--- src/rtl/posit_mac_acc_pkg.sv ---
// Shared posit constants, operand class encodings and scale helpers.
// The posit decoder imports the same package, so widths stay in lockstep.
package posit_pkg;
  localparam int P_WIDTH = 8;
  localparam int P_EXP   = 2;
  localparam int P_GUARD = 8;

  localparam int MTS   = P_WIDTH - 3 - P_EXP;
  localparam int SMAX  = (2 ** P_EXP) * (P_WIDTH - 2);
  localparam int FRAC  = 2 * MTS + 2 * SMAX;
  localparam int QW    = FRAC + 2 * SMAX + 2 + P_GUARD + 1;
  localparam int RGW   = $clog2(P_WIDTH) + 1;
  localparam int SCL_W = $clog2(2 * SMAX) + 2;

  typedef enum logic [1:0] {
    ZERO = 2'b00,
    NORM = 2'b01,
    NAR  = 2'b10
  } cls_e;

  function automatic logic cls_zero(input logic [1:0] c);
    return c == ZERO;
  endfunction

  function automatic logic cls_nar(input logic [1:0] c);
    return c == NAR;
  endfunction

  // sext(k)*2^EXP + e is a plain concatenation because e < 2^EXP.
  function automatic logic signed [SCL_W-1:0] scale(input logic [RGW-1:0] k,
                                                    input logic [P_EXP-1:0] e);
    return $signed({{(SCL_W - RGW - P_EXP){k[RGW-1]}}, k, e});
  endfunction
endpackage

--- src/rtl/posit_mac_acc_if.sv ---
// Decoded-operand stream into the MAC and the exact-sum result back out.
interface posit_mac_acc_if
  import posit_pkg::*;
#(
  parameter int WIDTH = P_WIDTH,
  parameter int EXP   = P_EXP,
  parameter int GUARD = P_GUARD
);
  localparam int L_MTS  = WIDTH - 3 - EXP;
  localparam int L_SMAX = (2 ** EXP) * (WIDTH - 2);
  localparam int L_QW   = 2 * L_MTS + 4 * L_SMAX + 2 + GUARD + 1;
  localparam int L_RGW  = $clog2(WIDTH) + 1;

  logic             vld_i;
  logic             last_i;
  logic             clr_i;
  logic             sign_s;
  logic             sign_l;
  logic [L_RGW-1:0] regi_s;
  logic [L_RGW-1:0] regi_l;
  logic [EXP-1:0]   exp_s;
  logic [EXP-1:0]   exp_l;
  logic [L_MTS-1:0] mts_s;
  logic [L_MTS-1:0] mts_l;
  logic [1:0]       vld_o_w;
  logic [1:0]       vld_o_d;
  logic [L_QW-1:0]  acc_o;
  logic             acc_vld_o;
  logic             nar_o;
  logic             ovf_o;
  logic             busy_o;

  modport master (
    output vld_i, last_i, clr_i, sign_s, sign_l, regi_s, regi_l,
           exp_s, exp_l, mts_s, mts_l, vld_o_w, vld_o_d,
    input  acc_o, acc_vld_o, nar_o, ovf_o, busy_o
  );

  modport slave (
    input  vld_i, last_i, clr_i, sign_s, sign_l, regi_s, regi_l,
           exp_s, exp_l, mts_s, mts_l, vld_o_w, vld_o_d,
    output acc_o, acc_vld_o, nar_o, ovf_o, busy_o
  );
endinterface

--- src/rtl/posit_mac_acc_prod_align.sv ---
// Places an exact posit product into quire coordinates as a signed term.
// Zero and NaR products contribute nothing; NaR is tracked by a flag instead.
module posit_prod_align
  import posit_pkg::*;
#(
  parameter int QW_P   = QW,
  parameter int SCL_P  = SCL_W,
  parameter int PMW_P  = 2 * MTS + 2,
  parameter int SMAX_P = SMAX
) (
  input  logic                    i_psign,
  input  logic signed [SCL_P-1:0] i_pscale,
  input  logic [PMW_P-1:0]        i_pmant,
  input  logic                    i_pzero,
  input  logic                    i_pnar,
  output logic [QW_P-1:0]         o_term
);
  logic [SCL_P-1:0] w_sh;
  logic [QW_P-1:0]  w_mag;

  // Biasing by 2*SMAX maps the smallest product onto bit 0 of the quire.
  assign w_sh  = $unsigned(i_pscale) + SCL_P'(2 * SMAX_P);
  assign w_mag = QW_P'(i_pmant) << w_sh;

  always_comb begin
    o_term = w_mag;
    if (i_pzero || i_pnar) begin
      o_term = '0;
    end else if (i_psign) begin
      o_term = -w_mag;
    end
  end
endmodule

--- src/rtl/posit_mac_acc.sv ---
// Exact posit dot-product accumulator: product register, aligned-term register,
// then a wide two's-complement quire with sticky NaR/overflow per vector.
module posit_mac_acc
  import posit_pkg::*;
#(
  parameter int WIDTH = P_WIDTH,
  parameter int EXP   = P_EXP,
  parameter int GUARD = P_GUARD
) (
  input logic            clk_i,
  input logic            rstn,
  posit_mac_acc_if.slave bus
);
  localparam int L_MTS  = WIDTH - 3 - EXP;
  localparam int L_SMAX = (2 ** EXP) * (WIDTH - 2);
  localparam int L_FRAC = 2 * L_MTS + 2 * L_SMAX;
  localparam int L_QW   = L_FRAC + 2 * L_SMAX + 2 + GUARD + 1;
  localparam int L_SCL  = $clog2(2 * L_SMAX) + 2;
  localparam int L_PMW  = 2 * L_MTS + 2;

  logic                    r_s1_vld, r_s1_last, r_s1_sign, r_s1_zero, r_s1_nar;
  logic signed [L_SCL-1:0] r_s1_scale;
  logic [L_PMW-1:0]        r_s1_mant;
  logic                    r_s2_vld, r_s2_last, r_s2_nar;
  logic [L_QW-1:0]         r_s2_term;
  logic [L_QW-1:0]         r_quire;
  logic [L_QW-1:0]         r_acc;
  logic                    r_ovf_st, r_nar_st;
  logic                    r_acc_vld, r_nar, r_ovf, r_busy;
  logic [L_QW-1:0]         w_term;
  logic [L_QW-1:0]         w_sum;
  logic                    w_ovf_now;
  logic                    w_result;

  always_ff @(posedge clk_i or negedge rstn) begin
    if (!rstn) begin
      r_s1_vld   <= 1'b0;
      r_s1_last  <= 1'b0;
      r_s1_sign  <= 1'b0;
      r_s1_zero  <= 1'b0;
      r_s1_nar   <= 1'b0;
      r_s1_scale <= '0;
      r_s1_mant  <= '0;
    end else if (bus.clr_i) begin
      r_s1_vld  <= 1'b0;
      r_s1_last <= 1'b0;
    end else begin
      r_s1_vld  <= bus.vld_i;
      r_s1_last <= bus.vld_i & bus.last_i;
      if (bus.vld_i) begin
        r_s1_sign  <= bus.sign_s ^ bus.sign_l;
        r_s1_scale <= scale(bus.regi_s, bus.exp_s) + scale(bus.regi_l, bus.exp_l);
        r_s1_mant  <= L_PMW'({1'b1, bus.mts_s}) * L_PMW'({1'b1, bus.mts_l});
        r_s1_zero  <= cls_zero(bus.vld_o_w) | cls_zero(bus.vld_o_d);
        r_s1_nar   <= cls_nar(bus.vld_o_w) | cls_nar(bus.vld_o_d);
      end
    end
  end

  posit_prod_align #(
    .QW_P  (L_QW),
    .SCL_P (L_SCL),
    .PMW_P (L_PMW),
    .SMAX_P(L_SMAX)
  ) u_align (
    .i_psign (r_s1_sign),
    .i_pscale(r_s1_scale),
    .i_pmant (r_s1_mant),
    .i_pzero (r_s1_zero),
    .i_pnar  (r_s1_nar),
    .o_term  (w_term)
  );

  always_ff @(posedge clk_i or negedge rstn) begin
    if (!rstn) begin
      r_s2_vld  <= 1'b0;
      r_s2_last <= 1'b0;
      r_s2_nar  <= 1'b0;
      r_s2_term <= '0;
    end else if (bus.clr_i) begin
      r_s2_vld  <= 1'b0;
      r_s2_last <= 1'b0;
    end else begin
      r_s2_vld  <= r_s1_vld;
      r_s2_last <= r_s1_vld & r_s1_last;
      if (r_s1_vld) begin
        r_s2_term <= w_term;
        r_s2_nar  <= r_s1_nar;
      end
    end
  end

  assign w_sum     = r_quire + r_s2_term;
  assign w_ovf_now = r_s2_vld & (r_quire[L_QW-1] == r_s2_term[L_QW-1])
                              & (w_sum[L_QW-1] != r_quire[L_QW-1]);
  assign w_result  = r_s2_vld & r_s2_last;

  // A finishing vector hands its sum out and restarts the quire on the same edge.
  always_ff @(posedge clk_i or negedge rstn) begin
    if (!rstn) begin
      r_quire   <= '0;
      r_ovf_st  <= 1'b0;
      r_nar_st  <= 1'b0;
      r_acc     <= '0;
      r_acc_vld <= 1'b0;
      r_nar     <= 1'b0;
      r_ovf     <= 1'b0;
      r_busy    <= 1'b0;
    end else if (bus.clr_i) begin
      r_quire   <= '0;
      r_ovf_st  <= 1'b0;
      r_nar_st  <= 1'b0;
      r_acc_vld <= 1'b0;
      r_busy    <= 1'b0;
    end else begin
      r_acc_vld <= w_result;
      r_busy    <= bus.vld_i | (w_result ? r_s1_vld : r_busy);
      if (w_result) begin
        r_acc    <= w_sum;
        r_nar    <= r_nar_st | r_s2_nar;
        r_ovf    <= r_ovf_st | w_ovf_now;
        r_quire  <= '0;
        r_ovf_st <= 1'b0;
        r_nar_st <= 1'b0;
      end else if (r_s2_vld) begin
        r_quire  <= w_sum;
        r_ovf_st <= r_ovf_st | w_ovf_now;
        r_nar_st <= r_nar_st | r_s2_nar;
      end
    end
  end

  assign bus.acc_o     = r_acc;
  assign bus.acc_vld_o = r_acc_vld;
  assign bus.nar_o     = r_nar;
  assign bus.ovf_o     = r_ovf;
  assign bus.busy_o    = r_busy;
endmodule

--- src/flat_wrapper.sv ---
// flat-port wrapper written by rule: the top's interface ports become plain ports
module posit_mac_acc_flat import posit_pkg::*;
#(
  parameter int WIDTH = P_WIDTH,
  parameter int EXP   = P_EXP,
  parameter int GUARD = P_GUARD
)
  (clk_i, rstn, bus_vld_i, bus_last_i, bus_clr_i, bus_sign_s, bus_sign_l, bus_regi_s, bus_regi_l, bus_exp_s, bus_exp_l, bus_mts_s, bus_mts_l, bus_vld_o_w, bus_vld_o_d, bus_acc_o, bus_acc_vld_o, bus_nar_o, bus_ovf_o, bus_busy_o);
  posit_mac_acc_if #(.WIDTH(WIDTH), .EXP(EXP), .GUARD(GUARD)) bus_i ();
  input logic clk_i;
  input logic rstn;
  input wire logic [$bits(bus_i.vld_i)-1:0] bus_vld_i;
  input wire logic [$bits(bus_i.last_i)-1:0] bus_last_i;
  input wire logic [$bits(bus_i.clr_i)-1:0] bus_clr_i;
  input wire logic [$bits(bus_i.sign_s)-1:0] bus_sign_s;
  input wire logic [$bits(bus_i.sign_l)-1:0] bus_sign_l;
  input wire logic [$bits(bus_i.regi_s)-1:0] bus_regi_s;
  input wire logic [$bits(bus_i.regi_l)-1:0] bus_regi_l;
  input wire logic [$bits(bus_i.exp_s)-1:0] bus_exp_s;
  input wire logic [$bits(bus_i.exp_l)-1:0] bus_exp_l;
  input wire logic [$bits(bus_i.mts_s)-1:0] bus_mts_s;
  input wire logic [$bits(bus_i.mts_l)-1:0] bus_mts_l;
  input wire logic [$bits(bus_i.vld_o_w)-1:0] bus_vld_o_w;
  input wire logic [$bits(bus_i.vld_o_d)-1:0] bus_vld_o_d;
  output wire logic [$bits(bus_i.acc_o)-1:0] bus_acc_o;
  output wire logic [$bits(bus_i.acc_vld_o)-1:0] bus_acc_vld_o;
  output wire logic [$bits(bus_i.nar_o)-1:0] bus_nar_o;
  output wire logic [$bits(bus_i.ovf_o)-1:0] bus_ovf_o;
  output wire logic [$bits(bus_i.busy_o)-1:0] bus_busy_o;
  assign bus_i.vld_i = bus_vld_i;
  assign bus_i.last_i = bus_last_i;
  assign bus_i.clr_i = bus_clr_i;
  assign bus_i.sign_s = bus_sign_s;
  assign bus_i.sign_l = bus_sign_l;
  assign bus_i.regi_s = bus_regi_s;
  assign bus_i.regi_l = bus_regi_l;
  assign bus_i.exp_s = bus_exp_s;
  assign bus_i.exp_l = bus_exp_l;
  assign bus_i.mts_s = bus_mts_s;
  assign bus_i.mts_l = bus_mts_l;
  assign bus_i.vld_o_w = bus_vld_o_w;
  assign bus_i.vld_o_d = bus_vld_o_d;
  assign bus_acc_o = bus_i.acc_o;
  assign bus_acc_vld_o = bus_i.acc_vld_o;
  assign bus_nar_o = bus_i.nar_o;
  assign bus_ovf_o = bus_i.ovf_o;
  assign bus_busy_o = bus_i.busy_o;
  posit_mac_acc #(.WIDTH(WIDTH), .EXP(EXP), .GUARD(GUARD)) u_core (.clk_i(clk_i), .rstn(rstn), .bus(bus_i));
endmodule
--- config.mk ---
export PLATFORM = sky130hd
export DESIGN_NAME = posit_mac_acc_flat
export DESIGN_NICKNAME = d
export VERILOG_FILES = /design/src/rtl/posit_mac_acc_pkg.sv /design/src/rtl/posit_mac_acc_if.sv /design/src/rtl/posit_mac_acc_prod_align.sv /design/src/rtl/posit_mac_acc.sv /design/src/flat_wrapper.sv
export SDC_FILE = /design/constraint.sdc
export NUM_CORES = 1
export LEC_CHECK = 0
export ABC_AREA = 1
export CORE_MARGIN = 2
export CORE_UTILIZATION = 30
export CTS_BUF_LIST = sky130_fd_sc_hd__clkbuf_16
export DETAILED_ROUTE_END_ITERATION = 8
export PLACE_DENSITY = 0.44
export SLEW_MARGIN = 20
export SYNTH_ARGS = -nofsm -noshare
export SYNTH_HDL_FRONTEND = slang
export SYNTH_HIERARCHICAL = 1
export SYNTH_SLANG_ARGS = --single-unit
--- constraint.sdc ---
create_clock -name clk_i -period 4.8 [get_ports clk_i]
set_input_delay 0.72 -clock clk_i [delete_from_list [all_inputs] [get_ports clk_i]]
set_output_delay 0.72 -clock clk_i [all_outputs]
set_load 0.01 [all_outputs]
==> metrics, run 1 <==
Final Hold Viols 0; initial antenna violation count 2; post_cts resized 0; H-tree Lvls 2; worst path bufs/invs 1; Tcrit/Tclk final between 70% and 80%; Pleak about 19 nW; largest cells by area after synthesis dfrtp_1 29%, nand2_1 22%, nor2_1 7.4%, inv_1 6.0%, nand3_1 5.2%; Peak Freq around 270 MHz; Worst Setup SP u_core/r_s1_scale[1]; clk slew on worst S/H paths 50 ps; Post-Layout Inst Area 0.0362 mm^2; MaxCap Viol Count 0; synth warn 6; worst-margin pin slew ~850 ps; GP Congestion ~1; largest net degree at the start of global routing approximately 120; CTS Sinks about 370; Crit path depth 18; PortBufs approximately 150; Final min period approximately 3800 ps; setup_tns 0 ps; IO Pins between 100 and 150; detailed-route DRC error count 0; largest area contributor in the netlist dfrtp_1; busiest grt layer met2; wire per inst between 20 and 25 um; global-route usage over all layers roughly 28%; Cell Pwr Density 410 mW/mm^2; HP Class input port to asynchronous set/reset pin; placed cell area approximately 0.035 mm^2; 1st-pass router iterations 6; # setup viols final 0; WP data arrival roughly 4300 ps; synthesized instance count roughly 5000; worst reg-to-reg setup slack just over 1000 ps; share of async-settable or async-resettable flops after synthesis 100%; Layout Skew ~41 ps; worst path cell trace inv_2 > nand3_1 > nand3_1 > nand2_2 > nand2_1 > nor2_1 > nand3_1 > nand2_1 > nor2_1 > nand2_1 > nand2_1 > nand3_2 > nor2_4 > nand2_1 > o21ai_1 > nor2_1 > nand2_1 > nand2_1; M2 GR Usage a little under half; sequential fraction of the synthesis area 29.0%; syn_nets 5318; Pins Over Slew Limit 0; DRT iter0 DRCs between 3000 and 4000; Post-Route WL approximately 160000 um; die area roughly 0.11 mm^2; Core Rows roughly 120; crit path max fanout 16; Via density just over 5; GR met3 Demand/Resource roughly 2.5%; Synth Register Bits about 370; Storage cell area between 0.009 and 0.01 mm^2; RSZ-0062 raised after global routing no; CTS tree done; Core Region 0.105 mm^2; total number of vias roughly 34000; crit path kind flop to flop; vias in the first global route between 30000 and 40000; met1 usage 39.1%; largest stage delay on the critical path approximately 650 ps; nets 5405; Detailed Place HPWL 129000 um; critical path's top delay family simple AND/OR/NAND/NOR gates; CP endpoint u_core/r_s2_term[71]; Slew HR a little over two fifths; status finished, final reports clean; Mapped Area around 0.032 mm^2; area fraction of the dominant cell type after synthesis 29.0%; Layout area overhead 13.9%; library cells used by synthesis 57; maximum vdd drop roughly 370 uV; Post-synth EDFFs 0; FILL cells 11900; die extent in x between 300 and 400 um; root cell of the clock tree clkbuf_16; Req. time, crit path between 5000 and 6000 ps; CTS Buffer Depth 3; GRT Residual Overflow 0; crit path launch type flop; Syn Area/Cell between 6 and 7 um^2; CP max-delay cell dfrtp_1; Antenna Nets Post-Route 0; R2R cell count 18; Setup Buffers After CTS 0; Critical R2R Capture u_core/r_s2_term[71]; element type at the critical path end flop; layout cell share with drive strength beyond 1 approximately 7.6%; Worst R2R Start u_core/r_s1_scale[1]; most used cell along the critical path nand2_1; Die Ht ~330 um; starting density of the core a little under a third; first-pass GRT wire length 226000 um; main flop type after synthesis dfrtp_1; Clock Latency Late Sink about 660 ps; multi-input logic area between 0.015 and 0.02 mm^2; total CTS buffers 48; number of hold buffers added after CTS 0
==> flip-flops by register name, summed over array words and instances, names as in the netlist, 7 cells and up <==
name,count
u_core/r_s1_mant,8
u_core/r_s1_scale,7
u_core/bus.acc_o,113
u_core/r_quire,113
u_core/r_s2_term,113
==> synth_stat cells (38+ instances only) <==
| master | instances |
|---|---|
| nor2_1 | 625 |
| buf_2 | 39 |
| nand3_1 | 332 |
| inv_1 | 511 |
| o21ai_0 | 243 |
| nand4_1 | 123 |
| inv_2 | 38 |
| ha_1 | 131 |
| o21ai_1 | 60 |
| nand2_1 | 1871 |
| nand3_2 | 50 |
| nor2_2 | 48 |
| dfrtp_1 | 368 |
| a21oi_1 | 269 |
| nand2_2 | 82 |
| xnor2_1 | 40 |
| clkbuf_1 | 81 |
==> routing by layer <==
metal / share of wire (%) / vias up / routed length [um]
met5: 0 / - / 0
met4: 4.7 / 0 / 7350
met3: 4.9 / 212 / 7690
met2: 45 / 1037 / 69400
met1: 46 / 16100 / 71500
li1: - / 16700 / -
==> where the power goes <==
part	internal, W	total (W)	switching [W]
Combinational	0.00200	0.00705	0.00505
Clock	0.00193	0.00351	0.00157
Sequential	0.00353	0.00426	0.000729
==> cell type report <==
type | count | area share [%]
repair buffers | 183 | 5.06
well taps | 1391 | 4.81
inverters | 556 | 5.80
clock inverters | 34 | 0.730
diodes | 1 | 0.00692
clock buffers | 48 | 3.32
flip-flops and latches | 368 | 25.5
multi-input cells | 4081 | 54.8
==> stage by stage <==
stage	setup WS, ps	hold slack [ps]	utilization [%]	cells	power [W]
6_report	1040	75.2	34.4	6662	0.0148
5_1_grt	801	137	34.4	6661	0.0158
4_1_cts	1110	95.0	34.4	6661	0.0148
3_5_place_dp	968	465	33.0	6579	0.0112
3_3_place_gp	964	459	33.0	6579	0.0113
2_1_floorplan	1660	424	-	5151	0.00854
==> cells in the final DEF (no fill, tap or decap), types with 7 or more instances in the layout <==
master           netlist  routed
nand4_1              123     123
buf_4                  5      31
inv_2                 38      38
xor2_1                13      13
nand2_2               82      82
o21bai_1              23      23
clkinv_1               6       8
dfrtp_1              368     366
nor2_2                48      48
ha_1                 131     130
nor2_4                11      15
nand2_1             1871    1871
nand2_4                9       9
o21ai_1               60      60
fa_1                   7       7
nor3_1                35      35
xnor2_1               40      40
nor2_1               625     621
nand4_2                9       9
clkbuf_16              0      48
a21oi_1              269     269
inv_1                511     517
a21oi_2                8       8
nand3_2               50      51
nand3b_1              21      21
o21ai_0              243     243
nand3_1              332     331
clkinv_2               0      12
o21a_1                 8       8
clkdlybuf4s50_1        0     144
buf_12                 0       7
==> cells by family after synthesis <==
family | synth area share, %
buf+inv | 8.72
compound gates | 10.9
fa+ha+maj | 5.61
flops | 29.0
xor+xnor | 1.62
simple gates | 44.1
==> how the worst min path moves through the flow <==
stage                           endpoint
detailed placement  u_core/bus.acc_o[85]
global route        u_core/bus.acc_o[22]
global placement     u_core/bus.acc_o[0]
finish              u_core/bus.acc_o[22]
CTS                 u_core/bus.acc_o[22]
floorplan            u_core/bus.acc_o[0]
(Power assumes the default switching activity.)
==> inputs of run 2 (changes only) <==
--- a/config.mk
+++ b/config.mk
@@ -10,7 +10,7 @@
 export CORE_UTILIZATION = 30
 export CTS_BUF_LIST = sky130_fd_sc_hd__clkbuf_16
 export DETAILED_ROUTE_END_ITERATION = 8
-export PLACE_DENSITY = 0.44
+export PLACE_DENSITY = 0.46
 export SLEW_MARGIN = 20
 export SYNTH_ARGS = -nofsm -noshare
 export SYNTH_HDL_FRONTEND = slang
==> constraint.sdc (replaced) <==
create_clock -name clk_i -period 3.4 [get_ports clk_i]
set_input_delay 0.51 -clock clk_i [delete_from_list [all_inputs] [get_ports clk_i]]
set_output_delay 0.51 -clock clk_i [all_outputs]
set_load 0.01 [all_outputs]
==> run 2 against run 1 <==
Effect of this change:
- clock power up 52%
- via count rose by 2.5%
- worst setup slack worse by 880 ps
- first-iteration DRC count shrank 2.8%
- combinational power increased by 56%
- maximum frequency rose by 16%
- sequential power rose by 39%
==> metrics, run 2 (synthesized netlist as in run 1, its figures left out) <==
WP data arrival about 3800 ps; largest stage delay on the critical path roughly 380 ps; Reg power frac between 20% and 30%; root cell of the clock tree clkbuf_16; R2R cell count 19; M2 GR Usage between 40% and 50%; Setup Buffers After CTS 0; Pins Over Slew Limit 0; total CTS buffers roughly 50; Core Region approximately 0.11 mm^2; Post-Route WL 154000 um; detailed-route DRC error count 0; largest net degree at the start of global routing 114; crit path launch type flop; GR met3 Demand/Resource 3.20%; clk slew on worst S/H paths ~60 ps; worst-margin pin slew just under 800 ps; CTS tree done; Detailed Place HPWL between 100000 and 150000 um; Layout area overhead 20.0%; Switching Power 0.0105 W; Clock Latency Late Sink 630 ps; starting density of the core 30.2%; Antenna Nets Post-Route 0; Place WS -124 ps; element type at the critical path end flop; Slew HR ~47%; final total power 0.0222 W; Core Rows between 100 and 150; status finished, final reports clean; Hold Slack ~430 ps; die area roughly 0.11 mm^2; layout cell share with drive strength beyond 1 between 10% and 20%; 1st-pass router iterations 9; Final min period about 3200 ps; clock share of power 24.0%; global-route usage over all layers ~28%; CTS Buffer Depth 3; nets between 5000 and 6000; maximum vdd drop between 500 and 600 uV; MaxCap Viol Count 0; Peak Freq roughly 310 MHz; CP max-delay cell dfrtp_2; vias in the first global route around 34000; Via density approximately 5.1; Cell Pwr Density 583 mW/mm^2; first-pass GRT wire length around 220000 um; DRT iter0 DRCs a little over 3000; Layout Skew about 38 ps; met1 usage 38.1%; most used cell along the critical path nand2_1; GRT Residual Overflow 0; H-tree Lvls 2; GP Congestion around 1.0; worst setup margin roughly 160 ps; most frequent cells in the layout 1867 x nand2_1, 610 x nor2_1, 518 x inv_1; number of antenna diodes 0; die extent in x 329 um; Tcrit/Tclk final 95.2%; crit path max fanout 28; most common cell after layout, fill and taps aside nand2_1; HP Class input port to flop; # setup viols final 0; Die Ht roughly 330 um; cell internal pwr 0.0117 W; combinational share of power between 40% and 50%; Pleak around 20 nW; worst path cell trace inv_2 > ha_2 > xor2_2 > buf_4 > nor2_4 > buf_6 > nand4_1 > nand2_1 > inv_1 > nand2_1 > nor2_1 > nand3_1 > nand2_1 > nand4_1 > nand2_1 > nor2_1 > buf_4 > nand2_1 > nand2_1; crit path kind flop to flop; total number of vias between 30000 and 40000; IO Pins 146; sw frac about 47%; CTS Sinks 368; busiest grt layer met2; Req. time, crit path just under 4000 ps; initial antenna violation count 1; PortBufs approximately 150; wire per inst 22.4 um; hold depth 3; Final Hold Viols 0
==> run 2: cell count changes in the layout (fill, tap and decap cells not counted), sizes merged, moves of 3 or more <==
cell / previous run / this run
bufinv: 2 / 6
clkinv: 25 / 19
clkbuf: 48 / 51
buf: 39 / 233
clkinvlp: 3 / 6
==> run 2: stage by stage <==
| step | TNS [ps] | instances | util, % | instance area [um^2] |
|---|---|---|---|---|
| 2_1_floorplan | 0 | 5151 | - | 31700 |
| 5_1_grt | -4.04 | 6861 | 36.2 | 38100 |
| 3_5_place_dp | -124 | 6773 | 34.6 | 36300 |
| 6_report | 0 | 6861 | 36.2 | 38100 |
| 4_1_cts | 0 | 6861 | 36.1 | 38000 |
| 3_3_place_gp | -243 | 6773 | 34.6 | 36300 |
==> run 2: worst paths after layout <==
path                                      startpoint               endpoint  slack (ps)
worst max-delay path            u_core/r_s1_scale[4]   u_core/r_s2_term[95]         160
min in group asynchronous                       rstn     u_core/r_quire[28]         500
worst max register to register  u_core/r_s1_scale[4]   u_core/r_s2_term[95]         160
max in group asynchronous                       rstn  u_core/r_s2_term[107]        1980
worst min-delay path                      bus_last_i       u_core/r_s1_last         430
worst min register to register   u_core/bus.acc_o[0]    u_core/bus.acc_o[0]         470
==> run 2: per-layer routing <==
layer,part of all wire [%],vias up
li1,-,17100
met1,46,16500
met2,44,1043
met3,5.1,260
met4,5.0,2
met5,0.0098,-
==> run 2: critical path: cells and delay by family, from the launching register on <==
family	cells	cell delay (ps)
DFF	1	380
buffers and inverters	5	730
adders and majority gates	1	190
xor gates and xnor gates	1	190
and+or+nand+nor	12	1650
==> run 2: final cells by class <==
| cell class | count | area (um^2) |
|---|---|---|
| clock inverters | 36 | 349 |
| fillers | 11700 | 67000 |
| multi-input cells | 4081 | 19900 |
| well taps | 1391 | 1740 |
| flip-flops and latches | 368 | 9220 |
| repair buffers | 378 | 3500 |
| clock buffers | 51 | 1280 |
| inverters | 556 | 2100 |
==> run 2: power groups by stage <==
stage                     Combinational, W  Clock, W  Sequential, W
after floorplan                    0.00669         0        0.00537
after global placement              0.0107         0        0.00594
after detailed placement            0.0107         0        0.00593
after CTS                           0.0107   0.00549        0.00586
after global routing                0.0121   0.00564        0.00594
final                               0.0110   0.00532        0.00592
==> run 2: what timing repair did <==
action                                  in CTS  in global routing
gates resized for setup                      0                 37
hold buffers                                 1                  0
endpoints found under the setup margin       0                 73
hold endpoints to repair                    74                  0
